$ cat config.mk
export PLATFORM = sky130hd
export DESIGN_NAME = scoreboard_unit
export DESIGN_NICKNAME = d
export VERILOG_FILES = /design/src/rtl/scoreboard_pkg.sv /design/src/rtl/sb_entry.sv /design/src/rtl/scoreboard_unit.sv
export SDC_FILE = /design/constraint.sdc
export NUM_CORES = 1
export LEC_CHECK = 0
export BUFFER_PORTS_ARGS = -buffer_cell sky130_fd_sc_hd__buf_2
export CORE_ASPECT_RATIO = 1.2
export CORE_MARGIN = 2
export CORE_UTILIZATION = 55
export CTS_CLUSTER_DIAMETER = 120
export DETAILED_ROUTE_END_ITERATION = 16
export PLACE_DENSITY_LB_ADDON = 0.2
export SLEW_MARGIN = 30
export SYNTH_ARGS = -nofsm -noshare
export SYNTH_HDL_FRONTEND = slang
export SYNTH_SLANG_ARGS = --single-unit
$ cat constraint.sdc
create_clock -name CLK -period 3.3 [get_ports CLK]
set_input_delay 0 -clock CLK [delete_from_list [all_inputs] [get_ports CLK]]
set_output_delay 0 -clock CLK [all_outputs]
set_load 0.05 [all_outputs]
$ cat src/rtl/scoreboard_pkg.sv
// scoreboard_unit shared types: register index, latency class, countdown width.
// Used by scoreboard_unit and sb_entry.
package scoreboard_pkg;

  localparam int CNT_W = 3;

  typedef logic [3:0] regidx_t;

  typedef enum logic [1:0] {
    CLS_ALU,
    CLS_LOAD,
    CLS_MUL,
    CLS_NONE
  } lat_class_t;

endpackage

$ cat src/rtl/sb_entry.sv
// One register's scoreboard slot: pending bit plus forwarding countdown.
// Priority: reset, set (issue), clear (writeback), decrement.
module sb_entry
  import scoreboard_pkg::*;
(
  input  logic             CLK,
  input  logic             nRST,
  input  logic             set,
  input  logic [CNT_W-1:0] load,
  input  logic             clr,
  output logic             pending,
  output logic [CNT_W-1:0] cnt
);

  always_ff @(posedge CLK) begin
    if (nRST) begin
      pending <= 1'b0;
      cnt     <= '0;
    end else if (set) begin
      pending <= 1'b1;
      cnt     <= load;
    end else if (clr) begin
      pending <= 1'b0;
      cnt     <= '0;
    end else if (cnt != '0) begin
      cnt <= cnt - 1'b1;
    end
  end

endmodule

$ cat src/rtl/scoreboard_unit.sv
// Issue-stage register scoreboard with load/mul latency tracking.
// Optional stall statistics counter enabled by SCOREBOARD_STATS_EN.
module scoreboard_unit
  import scoreboard_pkg::*;
#(
  parameter int NREGS    = 16,
  parameter int LOAD_LAT = 2,
  parameter int MUL_LAT  = 5,
  parameter int ALU_LAT  = 0
) (
  input  logic             CLK,
  input  logic             nRST,
  input  logic             issue_valid,
  input  logic [3:0]       issue_rs1,
  input  logic [3:0]       issue_rs2,
  input  logic [3:0]       issue_rd,
  input  logic [1:0]       issue_class,
  input  logic             flush,
  input  logic             wb_valid,
  input  logic [3:0]       wb_rd,
  output logic             stall,
  output logic [NREGS-1:0] pending_mask,
  output logic [15:0]      stall_count
);

  logic [NREGS-1:0]            pend;
  logic [NREGS-1:0][CNT_W-1:0] cnt;
  logic [CNT_W-1:0]            mul_busy;
  logic [CNT_W-1:0]            lat;
  lat_class_t                  cls;
  regidx_t                     rs1, rs2, rd;
  logic                        writes, haz1, haz2, waw, strc, accept;

  assign cls = lat_class_t'(issue_class);
  assign rs1 = issue_rs1;
  assign rs2 = issue_rs2;
  assign rd  = issue_rd;

  assign pend[0] = 1'b0;
  assign cnt[0]  = '0;

  always_comb begin
    writes = (cls != CLS_NONE) && (rd != '0);
    haz1   = (rs1 != '0) && pend[rs1] && (cnt[rs1] != '0);
    haz2   = (rs2 != '0) && pend[rs2] && (cnt[rs2] != '0);
    waw    = writes && pend[rd];
    strc   = (cls == CLS_MUL) && (mul_busy != '0);
    stall  = issue_valid && !flush && (haz1 || haz2 || waw || strc);
    accept = issue_valid && !flush && !stall && writes;
    lat    = CNT_W'(ALU_LAT);
    unique case (1'b1)
      cls == CLS_LOAD: lat = CNT_W'(LOAD_LAT);
      cls == CLS_MUL:  lat = CNT_W'(MUL_LAT);
      default:         lat = CNT_W'(ALU_LAT);
    endcase
  end

  for (genvar r = 1; r < NREGS; r++) begin : g_ent
    sb_entry u_ent (
      .CLK     (CLK),
      .nRST    (nRST),
      .set     (accept && (rd == regidx_t'(r))),
      .load    (lat),
      .clr     (wb_valid && (wb_rd == regidx_t'(r))),
      .pending (pend[r]),
      .cnt     (cnt[r])
    );
  end

  always_ff @(posedge CLK) begin
    if (nRST)
      mul_busy <= '0;
    else if (accept && (cls == CLS_MUL))
      mul_busy <= CNT_W'(MUL_LAT);
    else if (mul_busy != '0)
      mul_busy <= mul_busy - 1'b1;
  end

  assign pending_mask = pend;

`ifdef SCOREBOARD_STATS_EN
  always_ff @(posedge CLK) begin
    if (nRST)
      stall_count <= '0;
    else if (stall && (stall_count != 16'hFFFF))
      stall_count <= stall_count + 16'd1;
  end
`else
  assign stall_count = '0;
`endif

endmodule

After elaboration in Yosys (flattened, before gate mapping). Index checks and enable logic that the tools add are counted.

Output and inout port bits: 33. Logic and storage cells: 272. Flip-flop bits (word level): 63. Input bits: 23.

Equality and inequality tests: 33. Magnitude comparators: 3. Reductions and logical operators: 100. Add/sub/neg operators: 16. Muxes and demuxes: 88.

Operators with widths (number): $mux 3 (49); $reduce_bool 3->1 (33); $eq 4x4->1 const B (16); $sub 3x1->3 const B (16); $logic_and 1x1->1 (42); $mux 1 (33); $eq 4x3->1 const B (8); $reduce_bool 2->1 (16); $bmux 3 s4 (2); $eq 4x2->1 const B (4); $lt 4x5->1 const B (3); $bmux 1 s4 (3); $reduce_bool 4->1 (3); $eq 4x1->1 const B (2); $pmux 3 s2 (1); $logic_or 1x1->1 (3); $eq 2x1->1 const B (1); $eq 2x2->1 const B (1); $logic_not 1->1 (2); $ne 2x2->1 const B (1); $reduce_or 2->1 (1).

Depth between registers and ports, before layout. Gate-level depths: netlist of the first run.

Word-level depth: 13. Gate-level depth with buffers: 10. Depth with buffers taken out: 8.

Modules after synthesis. From an unflattened synthesis of the first run, not the netlist that was laid out.

Cell total of the unflattened synthesis: 504. Area, all modules: 4345.4 sq um.

Modules (own cells, without submodules): sb_entry (area each 205.2 sq um, sequential area each 80.1 sq um, instances 15, cells an instance 22); scoreboard_unit (area each 1267.5 sq um, sequential area each 60.1 sq um, instances 1, cells an instance 174).

Worst setup path after synthesis of the first run. No wires, ideal clock.

Path type: reg2reg. From: register g_ent[1].u_ent.cnt[2]. To: register g_ent[2].u_ent.cnt[0]. Library setup time: 95 ps. Stages on the path, launching flop included: 10. Path buffers: 2. Arrival: 2316 ps. Required time: 3205 ps. Setup slack: 888 ps. Period minus slack after synthesis: 2412 ps. Path through: dfxtp_1 or3_1 a31oi_1 a2111oi_0 or4b_1 nor3_4 buf_6 buf_6 nand4_1 a221oi_1.

Cells in the longest elaborated chain, start to end: 13. Elaborated cells between the ends (all ways): 18. Those cells by class: mux (5); reduce/logical (13).

RTL lines: from (decl) (RTL line sb_entry.sv:12) `output logic [CNT_W-1:0] cnt`; from (signal assigned) (RTL line sb_entry.sv:21) `cnt <= load;`; from (signal assigned) (RTL line sb_entry.sv:26) `cnt <= cnt - 1'b1;`; $bmux 3 s4 (on tied branches) (RTL line scoreboard_unit.sv:44, scoreboard_unit.sv:45); $mux 3 (on tied branches) (RTL line scoreboard_unit.sv:44, scoreboard_unit.sv:45); $reduce_bool 3->1 (on tied branches) (RTL line scoreboard_unit.sv:44, scoreboard_unit.sv:45); $logic_and 1x1->1 (on tied branches) (RTL line scoreboard_unit.sv:44, scoreboard_unit.sv:45); $logic_or 1x1->1 (*) (3 in series) (RTL line scoreboard_unit.sv:48) `stall = issue_valid && !flush && (haz1 || haz2 || waw || strc);`; $logic_and 1x1->1 (*) (RTL line scoreboard_unit.sv:48); $logic_not 1->1 (*) (RTL line scoreboard_unit.sv:49) `accept = issue_valid && !flush && !stall && writes;`; $logic_and 1x1->1 (*) (2 in series) (RTL line scoreboard_unit.sv:49); $logic_and 1x1->1 (*) (RTL line scoreboard_unit.sv:62) `.set (accept && (rd == regidx_t'(r))),`; $reduce_bool 3->1 (no line) or $mux 3 (tied branches); to (signal assigned) (RTL line sb_entry.sv:21); to (signal assigned) (RTL line sb_entry.sv:26); to (decl) (RTL line sb_entry.sv:12).

Mark *: on every way between the ends. The rest lies on a longest branch, timed or not. The select of a mux whose other input is x is not followed. A chain may end at the register's enable or synchronous reset.

Final worst setup path of the first run.
From: register g_ent[6].u_ent.cnt[2]. To: register g_ent[4].u_ent.cnt[2].

Cells in the longest elaborated chain, start to end: 13. Elaborated cells between the ends (all ways): 18. Those cells by class: mux (5); reduce/logical (13).

RTL lines (RTL line): from (decl) (sb_entry.sv:12); from (signal assigned) (sb_entry.sv:21); from (signal assigned) (sb_entry.sv:26); $bmux 3 s4 (on tied branches) (scoreboard_unit.sv:44, scoreboard_unit.sv:45); $mux 3 (on tied branches) (scoreboard_unit.sv:44, scoreboard_unit.sv:45); $reduce_bool 3->1 (on tied branches) (scoreboard_unit.sv:44, scoreboard_unit.sv:45); $logic_and 1x1->1 (on tied branches) (scoreboard_unit.sv:44, scoreboard_unit.sv:45); $logic_or 1x1->1 (*) (3 in series) (scoreboard_unit.sv:48); $logic_and 1x1->1 (*) (scoreboard_unit.sv:48); $logic_not 1->1 (*) (scoreboard_unit.sv:49); $logic_and 1x1->1 (*) (2 in series) (scoreboard_unit.sv:49); $logic_and 1x1->1 (*) (scoreboard_unit.sv:62); $reduce_bool 3->1 (no line) or $mux 3 (tied branches); to (signal assigned) (sb_entry.sv:21); to (signal assigned) (sb_entry.sv:26); to (decl) (sb_entry.sv:12).

Marks and branches as above.

==> impl_metrics.csv, run 1 <==
group,metric,value,unit
route,routed_wirelength,11900,µm
logic_synthesis,synth_compound_area_share,19.4,%
finish,nets,649,
min_path,hold_depth,2,
global_route,grtUsageTotal,26.9,%
critical_path,slowest_stage,"or4b_1",
clock_tree,hold_buffers,0,
logic_synthesis,synth_seq_cells,63,
die,start_util,57.1,%
min_path,hp-start,"nRST",
global_route,grt_max_degree,32,
global_route,grt_pass1_vias,4008,
logic_synthesis,synthFlopType,"dfxtp_1",
clock_tree,cts-resized-gates,0,
clock_tree,cts_buffers,9,
critical_path,required,3.56,ns
die,io_pins,56,
finish,syn2layout_area_growth,6.29,%
critical_path,path_max_fanout,13,
logic_synthesis,async_flop_share,0,%
global_route,antenna_found_initial,0,
critical_path,cpPeakStageDelay,0.51,ns
critical_path,r2r_cells,8,
sta,drv_slew,0,
logic_synthesis,synthMuxAreaShare,8.83,%
logic_synthesis,synth_cells,579,
route,wl_per_cell,16.7,µm
run_status,status,"finished, final reports clean",
critical_path,reg2reg_from,"g_ent[6].u_ent.cnt[2]",
route,drc,0,
finish,num_antenna_cells,0,
die,die_y,105,µm
logic_synthesis,synth_xor_area_share,1.68,%
place,dp_hpwl,9200,µm
route,drt_iter0_markers,333,
power_and_ir_drop,cellLeakagePower,2.11,nW
clock_tree,root_buffer,"clkbuf_8",
logic_synthesis,yosys_warnings,0,
clock_tree,clkSlewWorstSetupHoldPaths,0.07,ns
sta,fin_tns_setup,0,ns
logic_synthesis,synth_top_family_by_area,"simple AND/OR/NAND/NOR gates",
die,dieArea,9260,µm²
global_route,overflow,0,
route,postRouteAntennaNets,0,
die,core_area,8200,µm²
clock_tree,post_cts_buffers,0,
die,fp.dieW,88.2,µm
critical_path,rrSetupSlack,0.40,ns
global_route,grt_pass1_wl,19300,µm
finish,final_common_cell,"dfxtp_1",
logic_synthesis,synth-simple-area-share,22.1,%
clock_tree,cts_tree,"yes",
place,dpl_worst_slack,0.445,ns
min_path,hold_end,"mul_busy[2]",
power_and_ir_drop,ir_drop,0.590,mV
critical_path,cp_data_arrival_time,3.16,ns
sta,whs,0.0576,ns
sta,hold_viol,0,
finish,instances_no_fill,713,
critical_path,crit_chain,"o311ai_0, o21ai_0, a32oi_1, or4b_1, nor3_4, buf_4, nand4_1, a221oi_1",
sta,finalCriticalPeriod,2.90,ns
sta,max_freq,345,MHz
critical_path,worst_path_dominant_cell_family,"compound AO/OA/AOI/OAI gates",
die,rows,36,
finish,drive_above_1_share,15.4,%
logic_synthesis,synth_adder_area_share,8.56,%
route,drt-pass1-iter-count,4,
clock_tree,clockBufferDepth,2,
logic_synthesis,yosysSeqAreaShare,27.0,%
clock_tree,htreeDepth,3,
sta,relSlewSlack,34.4,%
critical_path,cp-start-kind,"flop",
sta,setup_viol,0,
critical_path,cp-end-kind,"flop",
sta,finalCritPeriodShare,87.8,%
critical_path,path_buf_inv,1,
sta,fin_skew,0.00804,ns
sta,tightest_slew,0.982,ns
sta,worst_slack,0.403,ns
power_and_ir_drop,p_per_area,830,nW/µm²
min_path,hold_path_class,"input pin to flop",
finish,mostFrequentLayoutCells,"63 x dfxtp_1, 57 x inv_1, 45 x nand2_1",
place,io_buffers,38,
logic_synthesis,avgSynthCellArea,8.08,µm²
critical_path,worst-setup-path-type,"flop to flop",
clock_tree,insertion_delay,0.36,ns
critical_path,r2r-end,"g_ent[4].u_ent.cnt[2]",
place,gp_congestion,0.983,
route,viasPerCell,5.99,
logic_synthesis,synth_cell_type_count,59,
place,dpl.cell_count,697,
run,cap_viol_max_count,0,
finish,utilization,60.7,%
route,vias,4273,
logic_synthesis,synth_edf_count,0,
sta,rsz0062_at_grt,"no",
logic_synthesis,netlist_area,4680,µm²
clock_tree,cts_sinks,63,
==> flip-flops by register name (all words and copies together) (netlist names) <==
register / flops
g_ent.u_ent.pending: 15
g_ent.u_ent.cnt: 45
mul_busy: 3
==> worst max path at each step <==
stage,from,endpoint,depth (start not counted)
after global routing,g_ent[6].u_ent.cnt[2],g_ent[11].u_ent.cnt[2],8
after floorplan,g_ent[1].u_ent.cnt[2],g_ent[2].u_ent.cnt[0],9
final,g_ent[6].u_ent.cnt[2],g_ent[4].u_ent.cnt[2],8
after detailed placement,g_ent[1].u_ent.cnt[2],g_ent[4].u_ent.cnt[2],8
after global placement,g_ent[1].u_ent.cnt[2],g_ent[4].u_ent.cnt[0],8
after CTS,g_ent[1].u_ent.cnt[2],g_ent[4].u_ent.cnt[2],8
==> per-layer routing <==
| layer | track usage (%) | share of wire [%] |
|---|---|---|
| met1 | 33.9 | 42 |
| met2 | 43.3 | 48 |
| met3 | 5.69 | 7.1 |
| met4 | 12.4 | 3.4 |
| met5 | 0 | 0 |
==> cell usage after synthesis (all sizes together), types with 2 or more instances <==
library cell | number | area, µm²
dfxtp | 63 | 1260
o31ai | 4 | 30.0
mux4 | 5 | 113
a2111oi | 2 | 17.5
a32oi | 5 | 43.8
a31o | 6 | 52.6
inv | 57 | 214
a311oi | 2 | 17.5
xnor2 | 5 | 43.8
nor4 | 4 | 25.0
a211oi | 4 | 30.0
a221oi | 16 | 146
a221o | 5 | 50.1
or3 | 7 | 48.8
nand2b | 12 | 75.1
and3 | 5 | 31.3
or4b | 3 | 30.0
mux2 | 16 | 180
ha | 32 | 400
nor3b | 8 | 60.1
nand4 | 8 | 50.1
nor2 | 44 | 165
and4 | 3 | 26.3
nand3 | 13 | 70.1
o311ai | 5 | 43.8
o21ai | 26 | 130
buf | 43 | 317
nor2b | 13 | 81.3
nor3 | 20 | 111
or2 | 3 | 18.8
a21oi | 34 | 170
clkbuf | 13 | 48.8
nor4b | 2 | 17.5
a31oi | 4 | 25.0
nand2 | 45 | 169
xor2 | 4 | 35.0
mux2i | 12 | 120
and2 | 5 | 31.3
a211o | 8 | 70.1
==> layout make-up <==
type	count	area, µm²
repair buffers	44	248
clock inverters	3	40.0
clock buffers	13	169
fillers	778	3230
well taps	114	143
inverters	57	214
flip-flops and latches	63	1260
multi-input cells	419	2900
==> through the flow <==
stage               area, µm²  total power [mW]
floorplan                4740              3.01
global placement         4760              3.30
detailed placement       4760              3.41
CTS                      4970              4.14
global route             4970              4.54
finish                   4970              4.13
==> cell families after synthesis <==
logic type,count (synthesis)
compound gates,130
flops,63
other cells,1
mux,33
xor+xnor,9
fa+ha+maj,32
simple gates,198
buf+inv,113
==> power breakdown <==
| part | switching (mW) | total, mW | internal (mW) |
|---|---|---|---|
| Sequential | 0.222 | 1.27 | 1.05 |
| Combinational | 1.11 | 2.15 | 1.04 |
| Clock | 0.303 | 0.711 | 0.408 |
Power figures use the tool's default switching activity.
==> inputs of run 2 (changes only) <==
--- a/config.mk
+++ b/config.mk
@@ -8,7 +8,8 @@
 export BUFFER_PORTS_ARGS = -buffer_cell sky130_fd_sc_hd__buf_2
 export CORE_ASPECT_RATIO = 1.2
 export CORE_MARGIN = 2
-export CORE_UTILIZATION = 55
+export CORE_UTILIZATION = 60
+export CTS_BUF_LIST = sky130_fd_sc_hd__clkbuf_8
 export CTS_CLUSTER_DIAMETER = 120
 export DETAILED_ROUTE_END_ITERATION = 16
 export PLACE_DENSITY_LB_ADDON = 0.2
==> run 2 against run 1 <==
Die area decreased by 8.0%; flip-flop and latch count unchanged; critical path depth unchanged; clock-buffer cell count decreased by 1; via count increased by 1.5%; routed wire length increased by 4.7%; fmax decreased by 0.61%; first-iteration DRC count increased by 14%; cell area decreased by 0.40%; combinational power about the same; total power increased by 0.84%; global-route usage increased by 3.2 points; critical endpoint is now g_ent[1].u_ent.cnt[0]; largest cell class unchanged.
==> impl_metrics.csv, run 2 (same netlist as run 1, synthesis figures left out) <==
group,metric,value,unit
clock_tree,clkSlewWorstSetupHoldPaths,0.07,ns
sta,fin_skew,0.00799,ns
clock_tree,hold_buffers,0,
sta,hold_viol,0,
place,post_dp_cell_area,4740,µm²
power_and_ir_drop,p_per_area,841,nW/µm²
finish,syn2layout_area_growth,5.86,%
critical_path,worst-setup-path-type,"flop to flop",
critical_path,r2r-end,"g_ent[1].u_ent.cnt[0]",
route,postRouteAntennaNets,0,
die,fp.dieW,84.6,µm
route,drc,0,
sta,relSlewSlack,36.5,%
global_route,grt_pass1_wl,20300,µm
place,gp_congestion,0.936,
run_status,status,"finished, final reports clean",
critical_path,reg2reg_from,"g_ent[6].u_ent.cnt[2]",
run,cap_viol_max_count,0,
clock_tree,cts-resized-gates,0,
sta,fin_tns_setup,0,ns
critical_path,rrSetupSlack,0.39,ns
finish,drive_above_1_share,15.5,%
finish,nets,650,
sta,tightest_slew,0.949,ns
die,start_util,61.4,%
route,routed_wirelength,12400,µm
global_route,grt_max_degree,34,
finish,fin_area,4950,µm²
sta,drv_slew,0,
min_path,hold_path_class,"input pin to flop",
clock_tree,cts_tree,"yes",
global_route,overflow,0,
global_route,antenna_found_initial,0,
route,wl_per_cell,18.0,µm
route,drt-pass1-iter-count,5,
route,drt_iter0_markers,380,
die,io_pins,56,
die,core_area,7620,µm²
min_path,hold_end,"g_ent[3].u_ent.pending",
critical_path,required,3.53,ns
finish,num_antenna_cells,0,
power_and_ir_drop,cellLeakagePower,2.12,nW
global_route,grtUsageTotal,30.1,%
clock_tree,insertion_delay,0.34,ns
finish,largest_reg_flops,45,
die,dieArea,8520,µm²
place,io_buffers,38,
sta,rsz0062_at_grt,"no",
power_and_ir_drop,power,4.16,mW
finish,top_regs,"g_ent.u_ent.cnt: 45 flops, g_ent.u_ent.pending: 15 flops, mul_busy: 3 flops",
finish,regMostFlops,"g_ent.u_ent.cnt",
die,die_y,101,µm
place,dp_hpwl,9320,µm
route,vias,4338,
route,viasPerCell,6.27,
sta,setup_viol,0,
sta,finalCriticalPeriod,2.91,ns
critical_path,cp-start-kind,"flop",
critical_path,r2r_cells,8,
die,rows,35,
power_and_ir_drop,ir_drop,0.542,mV
critical_path,cp_data_arrival_time,3.15,ns
critical_path,cp-end-kind,"flop",
sta,max_freq,343,MHz
min_path,hp-start,"wb_rd[0]",
global_route,grt_pass1_vias,4153,
finish,mostFrequentLayoutCells,"63 x dfxtp_1, 58 x inv_1, 45 x nand2_1",
sta,finalCritPeriodShare,88.3,%
clock_tree,cts_buffers,9,
min_path,hold_depth,4,
clock_tree,post_cts_buffers,0,
clock_tree,cts_sinks,63,
clock_tree,htreeDepth,3,
finish,final_common_cell,"dfxtp_1",
clock_tree,clockBufferDepth,2,
critical_path,crit_start,"g_ent[6].u_ent.cnt[2]",
clock_tree,root_buffer,"clkbuf_8",
critical_path,path_max_fanout,33,
run 2: changes by cell type in the layout (fill, tap and decap cells not counted):
| cell | previous run | this run |
|---|---|---|
| buf_4 | 5 | 6 |
| clkbuf_1 | 1 | 0 |
| inv_1 | 57 | 58 |
run 2: how the worst max path moves through the flow:
stage,end,slack [ns]
3_3_place_gp,g_ent[1].u_ent.cnt[1],0.49
4_1_cts,g_ent[13].u_ent.cnt[2],0.42
2_1_floorplan,g_ent[2].u_ent.cnt[0],0.89
6_report,g_ent[1].u_ent.cnt[0],0.39
3_5_place_dp,g_ent[13].u_ent.cnt[2],0.44
5_1_grt,g_ent[13].u_ent.cnt[2],0.21
run 2: critical path, cell delays in order (launching register included):
cell and delay [ns]:
dfxtp_1 0.34, o311ai_0 0.44, o21ai_0 0.16, a32oi_1 0.23, or4b_1 0.51, nor3_4 0.35
buf_12 0.24, nand3_1 0.19, mux2_2 0.34
run 2: area by class of cell:
cell class | instances | area, µm²
Tap cell | 92 | 115
Sequential cell | 63 | 1260
Fill cell | 737 | 2670
Clock inverter | 4 | 43.8
Multi-Input combinational cell | 419 | 2900
Clock buffer | 12 | 165
Timing Repair Buffer | 45 | 255
Inverter | 57 | 214
run 2: per-stage QoR:
stage	instances	util (%)	hold slack, ns	setup WS, ns
global route	692	65.0	0.112	0.211
global placement	676	62.2	0.423	0.489
finish	692	65.0	0.0923	0.386
detailed placement	676	62.2	0.436	0.436
floorplan	595	-	0.237	0.888
CTS	692	65.0	0.0798	0.420
run 2: layer usage:
| layer | GRT usage [%] | vias up | routed length (µm) |
|---|---|---|---|
| met3 | 6.22 | 20 | 993 |
| met5 | 0 | - | 0 |
| li1 | - | 2075 | - |
| met4 | 11.0 | 0 | 238 |
| met1 | 36.5 | 2046 | 4990 |
| met2 | 52.7 | 197 | 6220 |
run 2: report_power, final:
part           total, mW  switching (mW)  leakage (nW)  internal [mW]
Sequential          1.28           0.231         0.520           1.05
Combinational       2.18            1.13          1.49           1.05
Clock              0.708           0.302         0.114          0.406
